File: src/rtl/rotate_pkg.sv
// Purpose: shared definitions for the rotate issue stage and its rotator.
// Contents: rotate direction encodings and the data-width helper.
package rotate_pkg;

  localparam logic ROTATE_LEFT  = 1'b1;
  localparam logic ROTATE_RIGHT = 1'b0;

  // Data width is always a power of two derived from the amount width.
  function automatic int unsigned width_from_n(input int unsigned n);
    return 32'(1) << n;
  endfunction

endpackage

File: src/rtl/rotate_issue_stage_if.sv
// Purpose: command and result handshake bundle of the rotate issue stage.
// Signals:
//   in_valid/in_ready/in_data/in_amt/in_dir_lr : command channel into the stage
//   out_valid/out_ready/out_data              : result channel out of the stage
// Modports: master = producer/consumer side, slave = the stage itself.
interface rotate_issue_stage_if
  import rotate_pkg::*;
#(
  parameter int unsigned N = 4
) ();

  localparam int unsigned WIDTH = width_from_n(N);

  logic             in_valid;
  logic             in_ready;
  logic [WIDTH-1:0] in_data;
  logic [N-1:0]     in_amt;
  logic             in_dir_lr;
  logic             out_valid;
  logic             out_ready;
  logic [WIDTH-1:0] out_data;

  modport master (
    output in_valid, in_data, in_amt, in_dir_lr, out_ready,
    input  in_ready, out_valid, out_data
  );

  modport slave (
    input  in_valid, in_data, in_amt, in_dir_lr, out_ready,
    output in_ready, out_valid, out_data
  );

endinterface

File: src/rtl/barrel_shifter_N.sv
// Purpose: combinational log-stage rotator, 2**N bits wide.
// Ports:
//   data     : operand
//   amt      : rotate amount, 0..WIDTH-1
//   dir_lr   : ROTATE_LEFT or ROTATE_RIGHT
//   result_c : rotated operand (combinational)
module barrel_shifter_N
  import rotate_pkg::*;
#(
  parameter int unsigned N = 4
) (
  input  logic [width_from_n(N)-1:0] data,
  input  logic [N-1:0]               amt,
  input  logic                       dir_lr,
  output logic [width_from_n(N)-1:0] result_c
);

  localparam int unsigned WIDTH = width_from_n(N);

  logic                  is_left;
  logic [N:0][WIDTH-1:0] stage;

  always_comb begin
    is_left = 1'b0;
    case (dir_lr)
      ROTATE_LEFT:  is_left = 1'b1;
      ROTATE_RIGHT: is_left = 1'b0;
    endcase
  end

  assign stage[0] = data;

  // Stage s rotates by 2**s when amt[s] is set.
  for (genvar s = 0; s < N; s++) begin : g_stage
    localparam int unsigned SH = 32'(1) << s;
    logic [WIDTH-1:0] rot_l;
    logic [WIDTH-1:0] rot_r;
    assign rot_l        = {stage[s][WIDTH-1-SH:0], stage[s][WIDTH-1:WIDTH-SH]};
    assign rot_r        = {stage[s][SH-1:0], stage[s][WIDTH-1:SH]};
    assign stage[s+1]   = amt[s] ? (is_left ? rot_l : rot_r) : stage[s];
  end

  assign result_c = stage[N];

endmodule

File: src/rtl/rot_cmd_fifo.sv
// Purpose: small circular command FIFO with occupancy count.
// Ports:
//   clk, rst_n     : clock, synchronous active-low reset
//   push, wdata    : write request and entry (ignored when full)
//   pop            : release head entry (ignored when empty)
//   head_c         : current head entry, valid when !empty
//   full, empty    : occupancy flags
//   count          : occupancy, one bit wider than the pointers
module rot_cmd_fifo #(
  parameter int unsigned DEPTH = 4,
  parameter int unsigned W     = 21
) (
  input  logic                     clk,
  input  logic                     rst_n,
  input  logic                     push,
  input  logic                     pop,
  input  logic [W-1:0]             wdata,
  output logic [W-1:0]             head_c,
  output logic                     full,
  output logic                     empty,
  output logic [$clog2(DEPTH):0]   count
);

  localparam int unsigned PTR_W = $clog2(DEPTH);
  localparam int unsigned CNT_W = PTR_W + 1;

  logic [W-1:0]     mem [DEPTH];
  logic [PTR_W-1:0] rd_ptr;
  logic [PTR_W-1:0] wr_ptr;
  logic             push_ok;
  logic             pop_ok;

  assign full    = (count == CNT_W'(DEPTH));
  assign empty   = (count == '0);
  assign push_ok = push & ~full;
  assign pop_ok  = pop & ~empty;
  assign head_c  = mem[rd_ptr];

  // Storage array; contents are don't-care until written.
  always_ff @(posedge clk) begin
    if (push_ok) begin
      mem[wr_ptr] <= wdata;
    end
  end

  // Pointers wrap naturally since DEPTH is a power of two.
  always_ff @(posedge clk) begin
    if (!rst_n) begin
      rd_ptr <= '0;
      wr_ptr <= '0;
      count  <= '0;
    end else begin
      if (push_ok) begin
        wr_ptr <= wr_ptr + PTR_W'(1);
      end
      if (pop_ok) begin
        rd_ptr <= rd_ptr + PTR_W'(1);
      end
      case ({push_ok, pop_ok})
        2'b10:   count <= count + CNT_W'(1);
        2'b01:   count <= count - CNT_W'(1);
        default: count <= count;
      endcase
    end
  end

endmodule

File: src/rtl/rotate_issue_stage.sv
// Purpose: flow-controlled rotate stage; queues commands, rotates the FIFO
//          head and holds the result in an output register.
// Ports:
//   clk, rst_n : clock, synchronous active-low reset
//   bus        : slave side of the command/result handshake bundle
//   busy       : commands queued or result held
//   level      : FIFO occupancy
module rotate_issue_stage
  import rotate_pkg::*;
#(
  parameter int unsigned N     = 4,
  parameter int unsigned DEPTH = 4
) (
  input  logic                   clk,
  input  logic                   rst_n,
  rotate_issue_stage_if.slave    bus,
  output logic                   busy,
  output logic [$clog2(DEPTH):0] level
);

  localparam int unsigned WIDTH = width_from_n(N);

  typedef struct packed {
    logic             dir_lr;
    logic [N-1:0]     amt;
    logic [WIDTH-1:0] data;
  } cmd_t;

  localparam int unsigned CMD_W = $bits(cmd_t);

  cmd_t                   cmd_in;
  cmd_t                   head;
  logic                   full;
  logic                   empty;
  logic                   push;
  logic                   load;
  logic [$clog2(DEPTH):0] count;
  logic [WIDTH-1:0]       rot_c;
  logic                   out_valid_q;
  logic [WIDTH-1:0]       out_data_q;

  assign cmd_in = '{dir_lr: bus.in_dir_lr, amt: bus.in_amt, data: bus.in_data};

  // Acceptance depends only on FIFO state, never on out_ready.
  assign bus.in_ready = rst_n & ~full;
  assign push         = bus.in_valid & bus.in_ready;
  assign load         = ~empty & (~out_valid_q | bus.out_ready);

  rot_cmd_fifo #(
    .DEPTH (DEPTH),
    .W     (CMD_W)
  ) u_fifo (
    .clk    (clk),
    .rst_n  (rst_n),
    .push   (push),
    .pop    (load),
    .wdata  (cmd_in),
    .head_c (head),
    .full   (full),
    .empty  (empty),
    .count  (count)
  );

  barrel_shifter_N #(
    .N (N)
  ) u_rot (
    .data     (head.data),
    .amt      (head.amt),
    .dir_lr   (head.dir_lr),
    .result_c (rot_c)
  );

  // Output register: refill from the head, else drop valid once taken.
  always_ff @(posedge clk) begin
    if (!rst_n) begin
      out_valid_q <= 1'b0;
      out_data_q  <= '0;
    end else if (load) begin
      out_valid_q <= 1'b1;
      out_data_q  <= rot_c;
    end else if (bus.out_ready) begin
      out_valid_q <= 1'b0;
    end
  end

  assign bus.out_valid = out_valid_q;
  assign bus.out_data  = out_data_q;
  assign busy          = ~empty | out_valid_q;
  assign level         = count;

endmodule

File: src/flat_wrapper.sv
// flat-port wrapper written by rule: the top's interface ports become plain ports
module rotate_issue_stage_flat import rotate_pkg::*;
#(
  parameter int unsigned N     = 4,
  parameter int unsigned DEPTH = 4
)
  (clk, rst_n, busy, level, bus_in_valid, bus_in_data, bus_in_amt, bus_in_dir_lr, bus_out_ready, bus_in_ready, bus_out_valid, bus_out_data);
  rotate_issue_stage_if #(.N(N)) bus_i ();
  input  logic clk;
  input  logic rst_n;
  output logic busy;
  output logic [$clog2(DEPTH):0] level;
  input wire logic [$bits(bus_i.in_valid)-1:0] bus_in_valid;
  input wire logic [$bits(bus_i.in_data)-1:0] bus_in_data;
  input wire logic [$bits(bus_i.in_amt)-1:0] bus_in_amt;
  input wire logic [$bits(bus_i.in_dir_lr)-1:0] bus_in_dir_lr;
  input wire logic [$bits(bus_i.out_ready)-1:0] bus_out_ready;
  output wire logic [$bits(bus_i.in_ready)-1:0] bus_in_ready;
  output wire logic [$bits(bus_i.out_valid)-1:0] bus_out_valid;
  output wire logic [$bits(bus_i.out_data)-1:0] bus_out_data;
  assign bus_i.in_valid = bus_in_valid;
  assign bus_i.in_data = bus_in_data;
  assign bus_i.in_amt = bus_in_amt;
  assign bus_i.in_dir_lr = bus_in_dir_lr;
  assign bus_i.out_ready = bus_out_ready;
  assign bus_in_ready = bus_i.in_ready;
  assign bus_out_valid = bus_i.out_valid;
  assign bus_out_data = bus_i.out_data;
  rotate_issue_stage #(.N(N), .DEPTH(DEPTH)) u_core (.clk(clk), .rst_n(rst_n), .bus(bus_i), .busy(busy), .level(level));
endmodule
File: config.mk
export PLATFORM = sky130hd
export DESIGN_NAME = rotate_issue_stage_flat
export DESIGN_NICKNAME = d
export VERILOG_FILES = /design/src/rtl/rotate_pkg.sv /design/src/rtl/rotate_issue_stage_if.sv /design/src/rtl/barrel_shifter_N.sv /design/src/rtl/rot_cmd_fifo.sv /design/src/rtl/rotate_issue_stage.sv /design/src/flat_wrapper.sv
export SDC_FILE = /design/constraint.sdc
export NUM_CORES = 1
export LEC_CHECK = 0
export CAP_MARGIN = 20
export CORE_MARGIN = 1.5
export CORE_UTILIZATION = 55
export DETAILED_ROUTE_END_ITERATION = 8
export GPL_TIMING_DRIVEN = 0
export HOLD_SLACK_MARGIN = 0.1
export PLACE_DENSITY = 0.76
export SKIP_LAST_GASP = 1
export SYNTH_ARGS = -nofsm -noshare
export SYNTH_HDL_FRONTEND = slang
export SYNTH_SLANG_ARGS = --single-unit
File: constraint.sdc
create_clock -name clk -period 2.57 [get_ports clk]
set_input_delay 0.514 -clock clk [delete_from_list [all_inputs] [get_ports clk]]
set_output_delay 0.514 -clock clk [all_outputs]
set_load 0.02 [all_outputs]
==> impl_metrics.tcl <==
set metrics [dict create \
    status "finished, final reports clean" \
    die_y_um 102 \
    synth_flop_cell "edfxtp_1" \
    root_buffer "clkbuf_8" \
    clock_path_buffers 2 \
    critPathRequiredTime_ns 2.84 \
    synth_common_cells "84 x edfxtp_1, 52 x mux2i_1, 29 x nor2_1" \
    dieArea_um2 10500 \
    antenna_found_initial 0 \
    synthCells 380 \
    synth_top_area_share_pct 46.4 \
    grt_first_pass_wirelength_um 18600 \
    finClkSkew_ns 0.0147 \
    ys_seq_area_share_pct 55.9 \
    drt_iter0_markers 293 \
    path_class "register to register" \
    layout_min_cycle_time_ns 2.56 \
    cts_made_buffers 9 \
    finalCritPeriodShare_pct 99.8 \
    setup_violations 0 \
    p_leak_nw 2.38 \
    final_core_util_pct 67.9 \
    rows 36 \
    crit_arrival_ns 2.84 \
    hpwl_um 8110 \
    vias 3609 \
    ioPinCount 47 \
    area_growth_pct 20.9 \
    clk_latency_ns 0.38 \
    cts_tree "built" \
    synth_area_leaders "edfxtp_1 46%, dfxtp_1 9.6%, mux2i_1 9.6%, mux4_2 5.8%, a221o_1 2.9%" \
    grt-ovfl-total 0 \
    finalPower_mw 7.26 \
    final_design_area_no_fill_um2 6580 \
    hp-class "register to register" \
    grt_use_total_pct 23.9 \
    maxSlewHeadroom_pct 63.1 \
    synth_edf_count 84 \
    initial_core_util_pct 56.2 \
    core_um2 9680 \
    clk_pin_slew_worst_paths_ns 0.11 \
    fmaxAchievable_mhz 390 \
    ir_drop_uv 681 \
    hold_viol 0 \
    synth_most_common_cell "edfxtp_1" \
    cts_sinks 110 \
    cts-htree-levels 3 \
    numPortBuffers 46 \
    end_kind "register" \
    dr.pass1.iters 6 \
    fin_worst_hold_slack_ns 0.504 \
    syn-num-nets 411 \
    powerDensity_nw_per_um2 1100 \
    setup_ws_ns 0.00547 \
    gp_congestion 0.964 \
    dp_slack_ns -0.589 \
    ys_seq_elements 110 \
    final_nets 482 \
    grt_start_max_net_pins 23 \
    drv_slew 0 \
    use_met2_pct 39.3 \
    wirelength_um 12000 \
    yosysUniqueCellTypes 38 \
    routedWlPerCell_um 20.4 \
    gr-usage-met3_pct 4.72 \
    ant_nets 0 \
    postCtsHoldBufs 0 \
    fillers 696 \
    grt_pass1_vias 3560 \
    tightest_slew_ns 0.553 \
    avgSynthCellArea_um2 14.3 \
    dpl-instance-area_um2 6070 \
    async_reset_ff_share_pct 0 \
    top_usage_layer "met2" \
    die_w_um 102 \
    antenna_cells 0 \
    maxCapViolCount 0 \
    ys_warn_count 0 \
    drc 0 \
    synth_area_um2 5440 \
    met1_usage_pct 32.7 \
    cp_max_fo 9 \
    yosysTopAreaCell "edfxtp_1" \
    worst_setup_path_start_kind "register" \
    drive_gt1_share_pct 23.7 \
    viasPerCell 6.13 \
    rsz0062_at_grt "yes" \
]
[report_power, final]
group          total, mW  switching [mW]  internal, mW
registers           2.22           0.114          2.11
clock network       1.07           0.676         0.394
logic               3.97            2.21          1.76
total               7.26            3.00          4.26
[layout make-up]
cell class	count	area, um^2	area share [%]
flip-flops and latches	110	3050	46.4
repair buffers	60	659	10.0
inverters	5	18.8	0.285
multi-input cells	239	2260	34.4
plain buffers	26	209	3.18
well taps	133	166	2.53
clock inverters	7	86.3	1.31
clock buffers	9	124	1.88
[repair_timing]
item	in CTS	in global routing
setup endpoints to repair	18	17
setup buffers	2	7
gates cloned	0	1
pin swaps	0	5
resized for setup	14	23
[per-stage QoR]
stage	TNS (ns)	cells
6_report	0	589
5_1_grt	-0.341	589
4_1_cts	0	577
3_5_place_dp	-26.97	559
3_3_place_gp	-24.02	559
2_1_floorplan	0	380
[sequential cells by signal, indices dropped and copies added (netlist names), named ones only]
signal                count
u_core.u_fifo.mem        84
u_core.u_fifo.rd_ptr      2
u_core.bus.out_valid      1
u_core.bus.out_data      16
u_core.u_fifo.wr_ptr      2
u_core.u_fifo.count       3
[critical path, stage by stage, from the launching register on]
cell,delay [ns]
dfxtp_4,0.41
buf_12,0.15
buf_12,0.13
mux4_2,0.61
mux2i_1,0.18
a211oi_1,0.11
nor2_2,0.25
a222oi_1,0.11
buf_4,0.16
a221o_1,0.34
[cell families after synthesis]
| kind of cell | synth area share [%] |
|---|---|
| DFF | 55.9 |
| xor gates and xnor gates | 0.805 |
| AOI/OAI and AO/OA | 11.4 |
| muxes | 18.5 |
| buffers and inverters | 3.89 |
| and+or+nand+nor | 7.94 |
| adders and majority gates | 1.52 |
[final timing paths]
path / startpoint / slack (ns) / end / cells after the start
max reg2reg: register / 0.005 / u_core.bus.out_data[11] / 9
min: u_core.bus.out_valid / 0.50 / u_core.bus.out_valid / 2
min reg2reg: u_core.bus.out_valid / 0.50 / u_core.bus.out_valid / 2
max: register / 0.005 / u_core.bus.out_data[11] / 9
[layer usage]
| layer | vias up | wire, um |
|---|---|---|
| li1 | 1683 | - |
| met1 | 1782 | 5330 |
| met2 | 124 | 5870 |
| met3 | 20 | 605 |
| met4 | 0 | 230 |
| met5 | - | 0 |
[layout by cell type (no fill, tap or decap), types with 2 or more instances in the layout]
| cell type | netlist | final |
|---|---|---|
| edfxtp_1 | 84 | 84 |
| mux2i_1 | 52 | 49 |
| clkdlybuf4s50_1 | 0 | 45 |
| dfxtp_1 | 26 | 23 |
| nor2_1 | 29 | 21 |
| and3_1 | 21 | 21 |
| mux4_2 | 14 | 18 |
| a221o_1 | 16 | 16 |
| o22ai_1 | 15 | 15 |
| nor3_1 | 14 | 12 |
| a211oi_2 | 10 | 11 |
| buf_4 | 2 | 10 |
| buf_6 | 8 | 9 |
| nor2_2 | 2 | 9 |
| clkbuf_8 | 0 | 9 |
| buf_2 | 9 | 8 |
| and2_1 | 7 | 7 |
| a221oi_1 | 12 | 7 |
| nand2_1 | 6 | 6 |
| a221oi_2 | 1 | 6 |
| inv_1 | 5 | 5 |
| xnor2_1 | 5 | 5 |
| a211oi_1 | 6 | 5 |
| ha_1 | 5 | 5 |
| clkbuf_1 | 5 | 4 |
| nand2b_1 | 3 | 3 |
| buf_12 | 1 | 3 |
| mux2i_2 | 0 | 3 |
| a222oi_1 | 3 | 3 |
| clkinv_4 | 0 | 3 |
| buf_16 | 0 | 3 |
| nor3_2 | 0 | 2 |
| mux4_1 | 6 | 2 |
| a21boi_0 | 3 | 2 |
| dfxtp_2 | 0 | 2 |
| clkinv_8 | 0 | 2 |
(Power assumes the default switching activity.)
